[src/rtl/seg_pkg.sv]
`default_nettype none
// ============================================================================
//  Module      : seg_pkg
//  Description : Shared constants, types and the hex-to-segment table for the
//                four-digit multiplexed seven-segment scan driver.
//                Segment vectors are active-low, bit 6 = a ... bit 0 = g.
//  Revision    : 1.0 - initial release
// ============================================================================
package seg_pkg;

    localparam int         NUM_DIGITS = 4;
    localparam logic [6:0] SEG_BLANK  = 7'h7F;

    typedef logic [$clog2(NUM_DIGITS)-1:0] digit_idx_t;

    // Index 15 is the leftmost element of the concatenation.
    localparam logic [15:0][6:0] SEG_TABLE = {
        7'h38,  // F
        7'h30,  // E
        7'h42,  // d
        7'h31,  // C
        7'h60,  // b
        7'h08,  // A
        7'h04,  // 9
        7'h00,  // 8
        7'h0F,  // 7
        7'h20,  // 6
        7'h24,  // 5
        7'h4C,  // 4
        7'h06,  // 3
        7'h12,  // 2
        7'h4F,  // 1
        7'h01   // 0
    };

endpackage
`default_nettype wire

[src/rtl/seg_hex_decode.sv]
`default_nettype none
// ============================================================================
//  Module      : seg_hex_decode
//  Description : Purely combinational hex nibble to active-low seven-segment
//                pattern lookup.
//  Ports       : i_nibble [3:0] - hex digit to display
//                o_seg_n  [6:0] - active-low segments, [6]=a ... [0]=g
//  Revision    : 1.0 - initial release
// ============================================================================
module seg_hex_decode (
    input  wire logic [3:0] i_nibble,
    output logic      [6:0] o_seg_n
);
    import seg_pkg::*;

    always_comb begin
        o_seg_n = SEG_TABLE[i_nibble];
    end

endmodule
`default_nettype wire

[src/rtl/seg_scan_driver.sv]
`default_nettype none
// ============================================================================
//  Module      : seg_scan_driver
//  Description : Four-digit multiplexed seven-segment driver with double
//                buffered display value, PWM brightness and leading-zero
//                blanking. Digits are scanned 3,2,1,0; each slot lasts
//                DIGIT_DIV clocks and is split into eight equal phases.
//  Ports       : clk         - clock, rising edge
//                rst_n       - asynchronous active-low reset
//                load        - strobe capturing value into the pending buffer
//                value[15:0] - four hex nibbles, [15:12] is the leftmost digit
//                brightness  - on-time is (brightness+1)/8 of each slot
//                seg_n[6:0]  - registered active-low segments
//                anode_n[3:0]- registered active-low digit enables
//                frame_done  - one-cycle pulse marking each frame boundary
//  Revision    : 1.0 - initial release
// ============================================================================
module seg_scan_driver #(
    parameter int DIGIT_DIV   = 100000,
    parameter int BLANK_ZEROS = 1
) (
    input  wire logic        clk,
    input  wire logic        rst_n,
    input  wire logic        load,
    input  wire logic [15:0] value,
    input  wire logic [2:0]  brightness,
    output logic      [6:0]  seg_n,
    output logic      [3:0]  anode_n,
    output logic             frame_done
);
    import seg_pkg::*;

    localparam int c_presc_w   = $clog2(DIGIT_DIV);
    localparam int c_phase_len = DIGIT_DIV / 8;
    localparam int c_sub_w     = (c_phase_len > 1) ? $clog2(c_phase_len) : 1;

    localparam logic [c_presc_w-1:0] c_presc_max = c_presc_w'(DIGIT_DIV - 1);
    localparam logic [c_sub_w-1:0]   c_sub_max   = c_sub_w'(c_phase_len - 1);

    // Registered state
    logic [15:0]           r_pending_q,    w_pending_d;
    logic [15:0]           r_active_q,     w_active_d;
    digit_idx_t            r_digit_q,      w_digit_d;
    logic [c_presc_w-1:0]  r_presc_q,      w_presc_d;
    logic [c_sub_w-1:0]    r_sub_q,        w_sub_d;
    logic [2:0]            r_phase_q,      w_phase_d;
    logic [2:0]            r_bright_q,     w_bright_d;
    logic [6:0]            r_seg_n_q,      w_seg_n_d;
    logic [NUM_DIGITS-1:0] r_anode_n_q,    w_anode_n_d;
    logic                  r_frame_done_q, w_frame_done_d;

    // Combinational helpers
    logic       w_slot_end;
    logic       w_sub_end;
    logic       w_boundary;
    logic       w_blank;
    logic [3:0] w_nibble;
    logic [6:0] w_dec_seg;

    seg_hex_decode u_hex_decode (
        .i_nibble (w_nibble),
        .o_seg_n  (w_dec_seg)
    );

    always_comb begin
        w_slot_end = (r_presc_q == c_presc_max);
        w_sub_end  = (r_sub_q == c_sub_max);
        w_boundary = w_slot_end && (r_digit_q == '0);

        // Slot timing: prescaler spans the slot, the sub-counter spans one
        // eighth of it and advances the phase. Both restart with every slot
        // so the phase can never drift against the slot.
        w_presc_d = w_slot_end ? '0 : r_presc_q + 1'b1;
        w_sub_d   = (w_slot_end || w_sub_end) ? '0 : r_sub_q + 1'b1;
        w_phase_d = w_slot_end ? 3'd0 : (w_sub_end ? r_phase_q + 3'd1 : r_phase_q);
        w_digit_d = w_slot_end ? r_digit_q - 1'b1 : r_digit_q;

        // Brightness is latched on the first cycle of a slot. That cycle is
        // always phase 0, which is lit for any brightness, so the stale
        // value in r_bright_q is harmless there.
        w_bright_d = (r_presc_q == '0) ? brightness : r_bright_q;

        // A load on the boundary cycle goes straight through to active.
        w_pending_d = load ? value : r_pending_q;
        w_active_d  = w_boundary ? w_pending_d : r_active_q;

        w_nibble = r_active_q[{r_digit_q, 2'b00} +: 4];

        w_blank = 1'b0;
        if (BLANK_ZEROS != 0) begin
            case (r_digit_q)
                2'd3:    w_blank = (r_active_q[15:12] == 4'h0);
                2'd2:    w_blank = (r_active_q[15:8]  == 8'h00);
                2'd1:    w_blank = (r_active_q[15:4]  == 12'h000);
                default: w_blank = 1'b0;
            endcase
        end

        w_anode_n_d = '1;
        if (!w_blank && (r_phase_q <= r_bright_q)) begin
            w_anode_n_d[r_digit_q] = 1'b0;
        end

        w_seg_n_d      = w_blank ? SEG_BLANK : w_dec_seg;
        w_frame_done_d = w_boundary;
    end

    always_ff @(posedge clk or negedge rst_n) begin
        if (!rst_n) begin
            r_pending_q    <= '0;
            r_active_q     <= '0;
            r_digit_q      <= 2'd3;
            r_presc_q      <= '0;
            r_sub_q        <= '0;
            r_phase_q      <= 3'd0;
            r_bright_q     <= 3'd0;
            r_seg_n_q      <= SEG_BLANK;
            r_anode_n_q    <= '1;
            r_frame_done_q <= 1'b0;
        end else begin
            r_pending_q    <= w_pending_d;
            r_active_q     <= w_active_d;
            r_digit_q      <= w_digit_d;
            r_presc_q      <= w_presc_d;
            r_sub_q        <= w_sub_d;
            r_phase_q      <= w_phase_d;
            r_bright_q     <= w_bright_d;
            r_seg_n_q      <= w_seg_n_d;
            r_anode_n_q    <= w_anode_n_d;
            r_frame_done_q <= w_frame_done_d;
        end
    end

    assign seg_n      = r_seg_n_q;
    assign anode_n    = r_anode_n_q;
    assign frame_done = r_frame_done_q;

endmodule
`default_nettype wire
[config.mk]
export PLATFORM = sky130hd
export DESIGN_NAME = seg_scan_driver
export DESIGN_NICKNAME = d
export VERILOG_FILES = /design/src/rtl/seg_pkg.sv /design/src/rtl/seg_hex_decode.sv /design/src/rtl/seg_scan_driver.sv
export SDC_FILE = /design/constraint.sdc
export NUM_CORES = 1
export LEC_CHECK = 0
export BUFFER_PORTS_ARGS = -buffer_cell sky130_fd_sc_hd__buf_4
export CAP_MARGIN = 20
export CORE_MARGIN = 5
export CORE_UTILIZATION = 50
export CTS_BUF_LIST = sky130_fd_sc_hd__clkbuf_8
export DETAILED_ROUTE_END_ITERATION = 7
export MAX_ROUTING_LAYER = met4
export PLACE_DENSITY = 0.66
export SLEW_MARGIN = 30
export SYNTH_ARGS = -nofsm -noshare
export SYNTH_HDL_FRONTEND = slang
export SYNTH_SLANG_ARGS = --single-unit
[constraint.sdc]
create_clock -name clk -period 3 [get_ports clk]
set_input_delay 0.45 -clock clk [delete_from_list [all_inputs] [get_ports clk]]
set_output_delay 0.45 -clock clk [all_outputs]
set_load 0.005 [all_outputs]
==> results of run 1 <==
-- cells in the final DEF (no fill, tap or decap), drive strengths merged, types with 2 or more instances in the layout --
master / n
xor2: 11
nand3: 16
nor2: 26
nor3: 7
o21ai: 5
mux2i: 8
or3: 5
and4: 6
and2: 4
nor2b: 2
clkinv: 3
dfstp: 13
nand2: 12
inv: 18
dfrtp: 70
o21a: 3
buf: 38
mux4: 3
nor3b: 2
o221ai: 2
o31ai: 4
xnor2: 15
nor4: 6
nand4: 8
and3: 3
a21oi: 10
ha: 17
o311ai: 2
mux2: 38
or4: 2
clkbuf: 9
-- per-stage QoR --
stage,setup slack [ps],utilization
floorplan,827,-
global placement,784,0.547
detailed placement,699,0.547
CTS,677,0.572
global route,533,0.572
finish,668,0.572
-- registers in the layout, indices dropped and copies added (netlist names) --
register / flops
anode_n: 4
frame_done: 1
r_active_q: 16
r_bright_q: 3
r_digit_q: 2
r_pending_q: 16
r_phase_q: 3
r_presc_q: 17
r_sub_q: 14
seg_n: 7
-- worst max path at each step --
stage | from | to | slack [ps] | depth (start not counted)
after detailed placement | r_digit_q[0] | seg_n[6] | 700 | 6
after CTS | r_digit_q[0] | seg_n[6] | 680 | 6
after global routing | r_digit_q[0] | seg_n[6] | 530 | 6
after floorplan | r_digit_q[0] | seg_n[6] | 830 | 7
after global placement | r_digit_q[0] | seg_n[6] | 780 | 6
final | r_digit_q[0] | seg_n[6] | 670 | 6
-- power groups by stage --
stage | clock network, mW | logic [mW] | registers (mW)
after floorplan | 0 | 0.0360 | 1.17
after global placement | 0 | 0.0881 | 1.17
after detailed placement | 0 | 0.0885 | 1.17
after CTS | 0.857 | 0.0894 | 1.15
after global routing | 0.914 | 0.0978 | 1.15
final | 0.834 | 0.0857 | 1.15
-- per-layer routing --
| layer | vias to the layer above | share of wire | routed length [um] |
|---|---|---|---|
| li1 | 1274 | - | - |
| met1 | 1317 | 0.51 | 3740 |
| met2 | 43 | 0.45 | 3290 |
| met3 | 8 | 0.036 | 269 |
| met4 | 0 | 0.012 | 89 |
| met5 | - | 0 | 0 |
-- cells in the mapped netlist, types with 5 or more instances --
| cell type | number |
|---|---|
| nor3_1 | 7 |
| inv_1 | 16 |
| a21oi_1 | 10 |
| xnor2_1 | 15 |
| xor2_1 | 11 |
| dfstp_2 | 13 |
| dfrtp_1 | 70 |
| ha_1 | 17 |
| mux2i_1 | 8 |
| mux2_2 | 29 |
| nand4_1 | 8 |
| nor2_1 | 26 |
| nand3_1 | 15 |
| mux2_4 | 9 |
| o21ai_0 | 5 |
| nand2_1 | 11 |
| or3_1 | 5 |
-- worst max-delay path: cells and delay by family (launching register included) --
kind            cells  cell delay, ps
flops               1             670
buf+inv             1             140
mux                 1             620
fa+ha+maj           1             270
compound gates      2             480
simple gates        1              70
-- area by class of cell --
type                       count  area, sq um  area share
sequential                    83         2090       0.452
multi-input combinational    227         1850       0.400
timing repair buffer          38          285      0.0616
tap                          105          131      0.0284
clock buffer                   9          124      0.0267
clock inverter                 7         83.8      0.0181
inverter                      16         60.1      0.0130
-- logic make-up after synthesis --
logic type / count (synthesis) / synth area share
adder cells (fa/ha/maj): 17 / 0.0521
AO/OA/AOI/OAI: 30 / 0.0478
buffers and inverters: 27 / 0.0325
multiplexers: 49 / 0.149
AND/OR/NAND/NOR: 105 / 0.149
XOR/XNOR: 26 / 0.0558
flip-flops: 83 / 0.513
==> metrics.md, run 1 <==
| Metric | Value |
|---|---|
| Slew HR | 0.633 |
| Switch share | 0.235 |
| Fin crit share | 0.777 |
| Final hold slack | 79.0 ps |
| Number of core rows | 33 |
| GRT Max-Usage Layer | met2 |
| RSZ-0062 raised after global routing | no |
| All-Layer GR Usage | 0.166 |
| Worst Path Arrival | 2600 ps |
| Nets | 414 |
| Static leakage | 2.02 nW |
| CP Launch Type | register |
| CTS tree | yes |
| Reg-to-Reg Start | r_digit_q[0] |
| CTS Buffer Depth | 2 |
| Mapped Area | 4080 sq um |
| Leading area contributor after synthesis | dfrtp_1 |
| CORE AREA | 8090 sq um |
| TNS Setup | 0 ps |
| Clock network fraction of total power | 0.403 |
| Seq pwr share | 0.555 |
| Largest stage delay on the critical path | 670 ps |
| Clock-pin slew on the worst setup and hold paths | 90 ps |
| Final Hold Viols | 0 |
| Non-filler cells, final | 485 |
| Vias in the first global route | 2713 |
| Die Y-Extent | 100 um |
| Design Area, Final | 4630 sq um |
| Leading post-synthesis cells by cell area | dfrtp_1 43%, dfstp_2 8.4%, mux2_2 8.0% |
| Cells resized by post-CTS repair | 0 |
| VDD IR max | 0.259 mV |
| Inserted Diodes | 0 |
| Clock sinks | 83 |
| Fraction of layout cells with a size suffix above 1 | 0.308 |
| R2R depth | 6 |
| Worst slew pin tran | 551 ps |
| IO Port Bufs | 33 |
| GR Util met3 | 0.0417 |
| Power per Cell Area | 447 nW/um^2 |
| Via density | 5.45 |
| Finish-stage setup viols | 0 |
| Asr flop ratio synth | 1.00 |
| Pwr Total | 2.07 mW |
| IO Count | 34 |
| Top FF cell, synth | dfrtp_1 |
| Largest net degree at the start of global routing | 44 |
| GPL Wtd Cong | 0.800 |
| Share of the synthesized area in the top cell type | 0.429 |
| Fmax | 0.429 GHz |
| Initial Util | 0.504 |
| Fin. max-slew vios | 0 |
| Remaining global-route overflow | 0 |
| Vias | 2642 |
| Min Tclk post-route | 2330 ps |
| Max-cap violation count | 0 |
| Status | finished, final reports clean |
| Critical Path RT | 3260 ps |
| HPWL Detailed | 5300 um |
| M2 GR Usage | 0.239 |
| Distinct cells, synth | 52 |
| Worst-path maximum fanout | 9 |
| Die width | 100 um |
| Grt met1 use | 0.232 |
| CTS H-tree lvls | 3 |
| Number of cells after detailed placement | 469 |
| Worst Hold Class | in2async |
| Comb pwr share | 0.041 |
| Sequential area share after synthesis | 0.513 |
| YS warnings | 0 |
| Syn avg cell area | 12.1 sq um |
| Initial antenna violation count | 0 |
| Setup crit end kind | register |
| Net switching power | 486 uW |
| Number of CTS-inserted buffers | 9 |
| Number of synthesized flops with an enable pin | 0 |
| Area Overhead vs Synth | 13.5% |
| Placed inst area | 4420 sq um |
| Setup bufs post-CTS | 0 |
| WL/cell | 15.2 um |
| #FFs+latches synth | 83 |
| Post-Syn Nets | 376 |
| Routed Antenna Nets | 0 |
| First-pass GRT wire length | 12900 um |
| Initial DRC count | 89 |
| Hold_buf cts | 0 |
| Reg2reg setup slack | 670 ps |
| Layout Skew | 8.51 ps |
| # DRC | 0 |
| Root buf cell | clkbuf_8 |
| Die area | 10100 sq um |
| DR pass1 iterations | 4 |
| Reg2reg end | seg_n[6] |
| Int Pwr | 1.58 mW |
| Cells after Synth | 337 |
| Clock latency on the worst-skew pair | 350 ps |
| Fillers | 703 |
| Final wirelength | 7380 um |
| Critical Path, Cell by Cell | mux4_2 -> inv_1 -> ha_1 -> nor2_1 -> a22o_1 -> o31ai_1 |
| Crit path kind | reg2reg |
| Critical-path top delay cell | dfstp_2 |
No activity file was read; power rests on OpenSTA's default activity.
==> inputs of run 2 (changes only) <==
- ABC_AREA: default -> 1
- PLACE_DENSITY: 0.66 -> 0.65
- clock period: 3 -> 2.4 ns (I/O delays scaled with it)
==> run 2 against run 1 <==
Effect of this change: sequential power grew 25%; register-to-register slack lost 240 ps; final cell count grew 38%; synthesized area grew 6.7%; maximum frequency grew 18%; synthesized cell count grew 53%; final area grew 5.1%; non-clock buffer count shrank 2; combinational power grew 28%; setup slack lost 240 ps; critical path depth is the same; sequential cell count is the same; critical path type unchanged.
==> metrics.md, run 2 <==
| Metric | Value |
|---|---|
| Status | finished, final reports clean |
| M2 GR Usage | 0.277 (+0.0377) |
| Via density | 5.17 (-5.0%) |
| Max-cap violation count | 0 (unchanged) |
| Vias | 3456 (+31%) |
| # DRC | 0 (unchanged) |
| Number of CTS-inserted buffers | 9 (unchanged) |
| Placed inst area | 4680 sq um (+5.9%) |
| IO Count | 34 (unchanged) |
| Cells resized by post-CTS repair | 0 (unchanged) |
| Routed Antenna Nets | 0 (unchanged) |
| Final hold slack | 23.0 ps (-56.0 ps) |
| Post-Syn Nets | 555 (+48%) |
| RSZ-0062 raised after global routing | no |
| Setup bufs post-CTS | 0 (unchanged) |
| Leading post-synthesis cells by cell area | dfrtp_1 40%, nand2_1 12%, nand3_1 8.4% |
| Die width | 103 um (+3.0%) |
| CP Launch Type | register |
| DR pass1 iterations | 5 (+1) |
| Layout Skew | 6.07 ps (-2.44 ps) |
| Number of core rows | 34 (+3.0%) |
| GRT Max-Usage Layer | met2 |
| CORE AREA | 8590 sq um (+6.2%) |
| Most frequent cells after synthesis | 140 x nand2_1, 73 x nand3_1, 70 x dfrtp_1, 62 x nor2_1, 53 x inv_1 |
| Number of synthesized flops with an enable pin | 0 (unchanged) |
| Post-route setup slack | 426 ps (-241 ps) |
| Inserted Diodes | 0 (unchanged) |
| Nets | 594 (+43%) |
| Asr flop ratio synth | 1.00 (unchanged) |
| Fin. max-slew vios | 0 (unchanged) |
| First-pass GRT wire length | 15200 um (+18%) |
| VDD IR max | 0.377 mV (+45%) |
| Root buf cell | clkbuf_8 |
| Die area | 10700 sq um (+6.0%) |
| Die Y-Extent | 103 um (+3.0%) |
| Initial DRC count | 165 (+85%) |
| Syn avg cell area | 8.44 sq um (-30%) |
| Hold_buf cts | 0 (unchanged) |
| Clock-pin slew on the worst setup and hold paths | 90 ps (about the same) |
| Cells after Synth | 516 (+53%) |
| #FFs+latches synth | 83 (unchanged) |
| Design Area, Final | 4870 sq um (+5.1%) |
| Worst-path maximum fanout | 11 (+2) |
| Static leakage | 2.39 nW (+18%) |
| Top-count cell post-synth | nand2_1 |
| Initial Util | 0.507 (+0.00238) |
| Reg2reg setup slack | 430 ps (-240 ps) |
| Final Hold Viols | 0 (unchanged) |
| Final wirelength | 8740 um (+18%) |
| WL/cell | 13.1 um (-14%) |
| Vias in the first global route | 3320 (+22%) |
| Commonest non-fill, non-tap cell in the layout | nand2_1 |
| CTS Buffer Depth | 2 (unchanged) |
| Number of buffers and inverters on the critical path | 1 (unchanged) |
| Place WS | 481 ps (-218 ps) |
| Leading area contributor after synthesis | dfrtp_1 |
| GR Util met3 | 0.0282 (-0.0135) |
| GPL Wtd Cong | 0.924 (+16%) |
| Largest stage delay on the critical path | 660 ps (about the same) |
| Fin crit share | 0.822 (+0.0449) |
| Grt met1 use | 0.258 (+0.0252) |
| Fraction of layout cells with a size suffix above 1 | 0.170 (-0.138) |
| Clock latency on the worst-skew pair | 350 ps (about the same) |
| Top FF cell, synth | dfrtp_1 |
| Sequential area share after synthesis | 0.481 (-0.0321) |
| Initial antenna violation count | 0 (unchanged) |
| Max reg flops | 17 (unchanged) |
| All-Layer GR Usage | 0.186 (+0.0199) |
| Clock sinks | 83 (unchanged) |
| TNS Setup | 0 ps (unchanged) |
| Worst Hold Class | in2async |
| Distinct cells, synth | 35 (-33%) |
| Crit-path leading delay family | simple AND/OR/NAND/NOR gates |
| Critical Path, Cell by Cell | inv_4 -> ha_1 -> or2_2 -> nor4_1 -> nand2_1 -> nand3_1 |
| CTS H-tree lvls | 3 (unchanged) |
| Reg-to-Reg Start | r_digit_q[0] |
| Crit path kind | reg2reg |
| Setup crit end kind | register |
| IO Port Bufs | 33 (unchanged) |
| R2R depth | 6 (unchanged) |
| Share of the synthesized area in the top cell type | 0.402 (-0.0269) |
| Power per Cell Area | 510 nW/um^2 (+14%) |
| Mapped Area | 4350 sq um (+6.7%) |
| Slew HR | 0.591 (-0.0413) |
| Critical-path top delay cell | dfstp_2 |
| Remaining global-route overflow | 0 (unchanged) |
| Largest regs | r_presc_q: 17 flops, r_active_q: 16 flops, r_pending_q: 16 flops |
| Finish-stage setup viols | 0 (unchanged) |
| CTS tree | yes |
| Critical Path RT | 2690 ps (-570 ps) |
| Fmax | 0.507 GHz (+18%) |
| YS warnings | 0 (unchanged) |
| Largest net degree at the start of global routing | 46 (+4.5%) |
| Worst slew pin tran | 613 ps (+62.0 ps) |
| HPWL Detailed | 6440 um (+22%) |
| Largest register by flop count | r_presc_q |
| Area Overhead vs Synth | 11.8% |
| Worst Path Arrival | 2260 ps (-340 ps) |
| Most frequent cells in the layout | 140 x nand2_1, 73 x nand3_1, 70 x dfrtp_1 |
| Min Tclk post-route | 1970 ps (-359 ps) |
| Reg2reg end | seg_n[5] |
| Fillers | 823 (+17%) |
==> run 2: cell count changes after synthesis, moves of 4 or more <==
cell | before | now
a21oi_1 | 10 | 1
and4_1 | 4 | 0
inv_1 | 16 | 53
mux2_2 | 29 | 16
mux2_4 | 9 | 0
mux2i_1 | 8 | 0
nand2_1 | 11 | 140
nand3_1 | 15 | 73
nand4_1 | 8 | 12
nor2_1 | 26 | 62
o21ai_0 | 5 | 10
o31ai_1 | 4 | 0
or3_1 | 5 | 0
xnor2_1 | 15 | 1
==> run 2: worst max path at each step <==
stage,startpoint,to,cells past startpoint
final,r_digit_q[0],seg_n[5],6
after global placement,r_digit_q[0],seg_n[5],6
after floorplan,r_digit_q[0],anode_n[0],9
after global routing,r_digit_q[0],seg_n[6],6
after CTS,r_digit_q[0],seg_n[5],6
after detailed placement,r_digit_q[0],seg_n[5],6
==> run 2: cells by family (layout without fill, tap and decap cells) <==
kind of cell	Yosys count	after routing	share of synthesized area
AND/OR/NAND/NOR	308	308	0.313
flip-flops	83	83	0.481
buffers and inverters	64	108	0.0701
adder cells (fa/ha/maj)	17	17	0.0489
multiplexers	16	16	0.0414
AO/OA/AOI/OAI	14	14	0.0172
XOR/XNOR	14	14	0.0282
==> run 2: metrics by stage <==
step | utilization | power, mW | instances
5_1_grt | 0.566 | 2.61 | 668
3_3_place_gp | 0.545 | 1.57 | 652
3_5_place_dp | 0.545 | 1.58 | 652
6_report | 0.566 | 2.48 | 668
2_1_floorplan | - | 1.51 | 516
4_1_cts | 0.566 | 2.53 | 668
==> run 2: worst register-to-register path: stages (launching register included) <==
cell and delay (ps):
dfstp_2 660, inv_4 100, ha_1 220, or2_2 270, nor4_1 210, nand2_1 280
nand3_1 170
==> run 2: layer usage <==
metal / wire, um / vias up
met2: 3930 / 96
met3: 416 / 12
met4: 178 / 0
met5: 0 / -
li1: - / 1734
met1: 4210 / 1614
==> run 2: cell type report <==
cell class	count	area [sq um]	area share
flip-flops and latches	83	2090	0.430
well taps	108	135	0.0278
clock buffers	9	124	0.0255
clock inverters	7	58.8	0.0121
repair buffers	36	283	0.0581
multi-input cells	369	1950	0.402
inverters	56	218	0.0447
==> run 2: power breakdown <==
part / internal, mW / switching [mW] / total (mW)
Combinational: 0.0538 / 0.0562 / 0.110
Sequential: 1.43 / 0.00820 / 1.44
Clock: 0.392 / 0.543 / 0.935
Total: 1.87 / 0.607 / 2.48
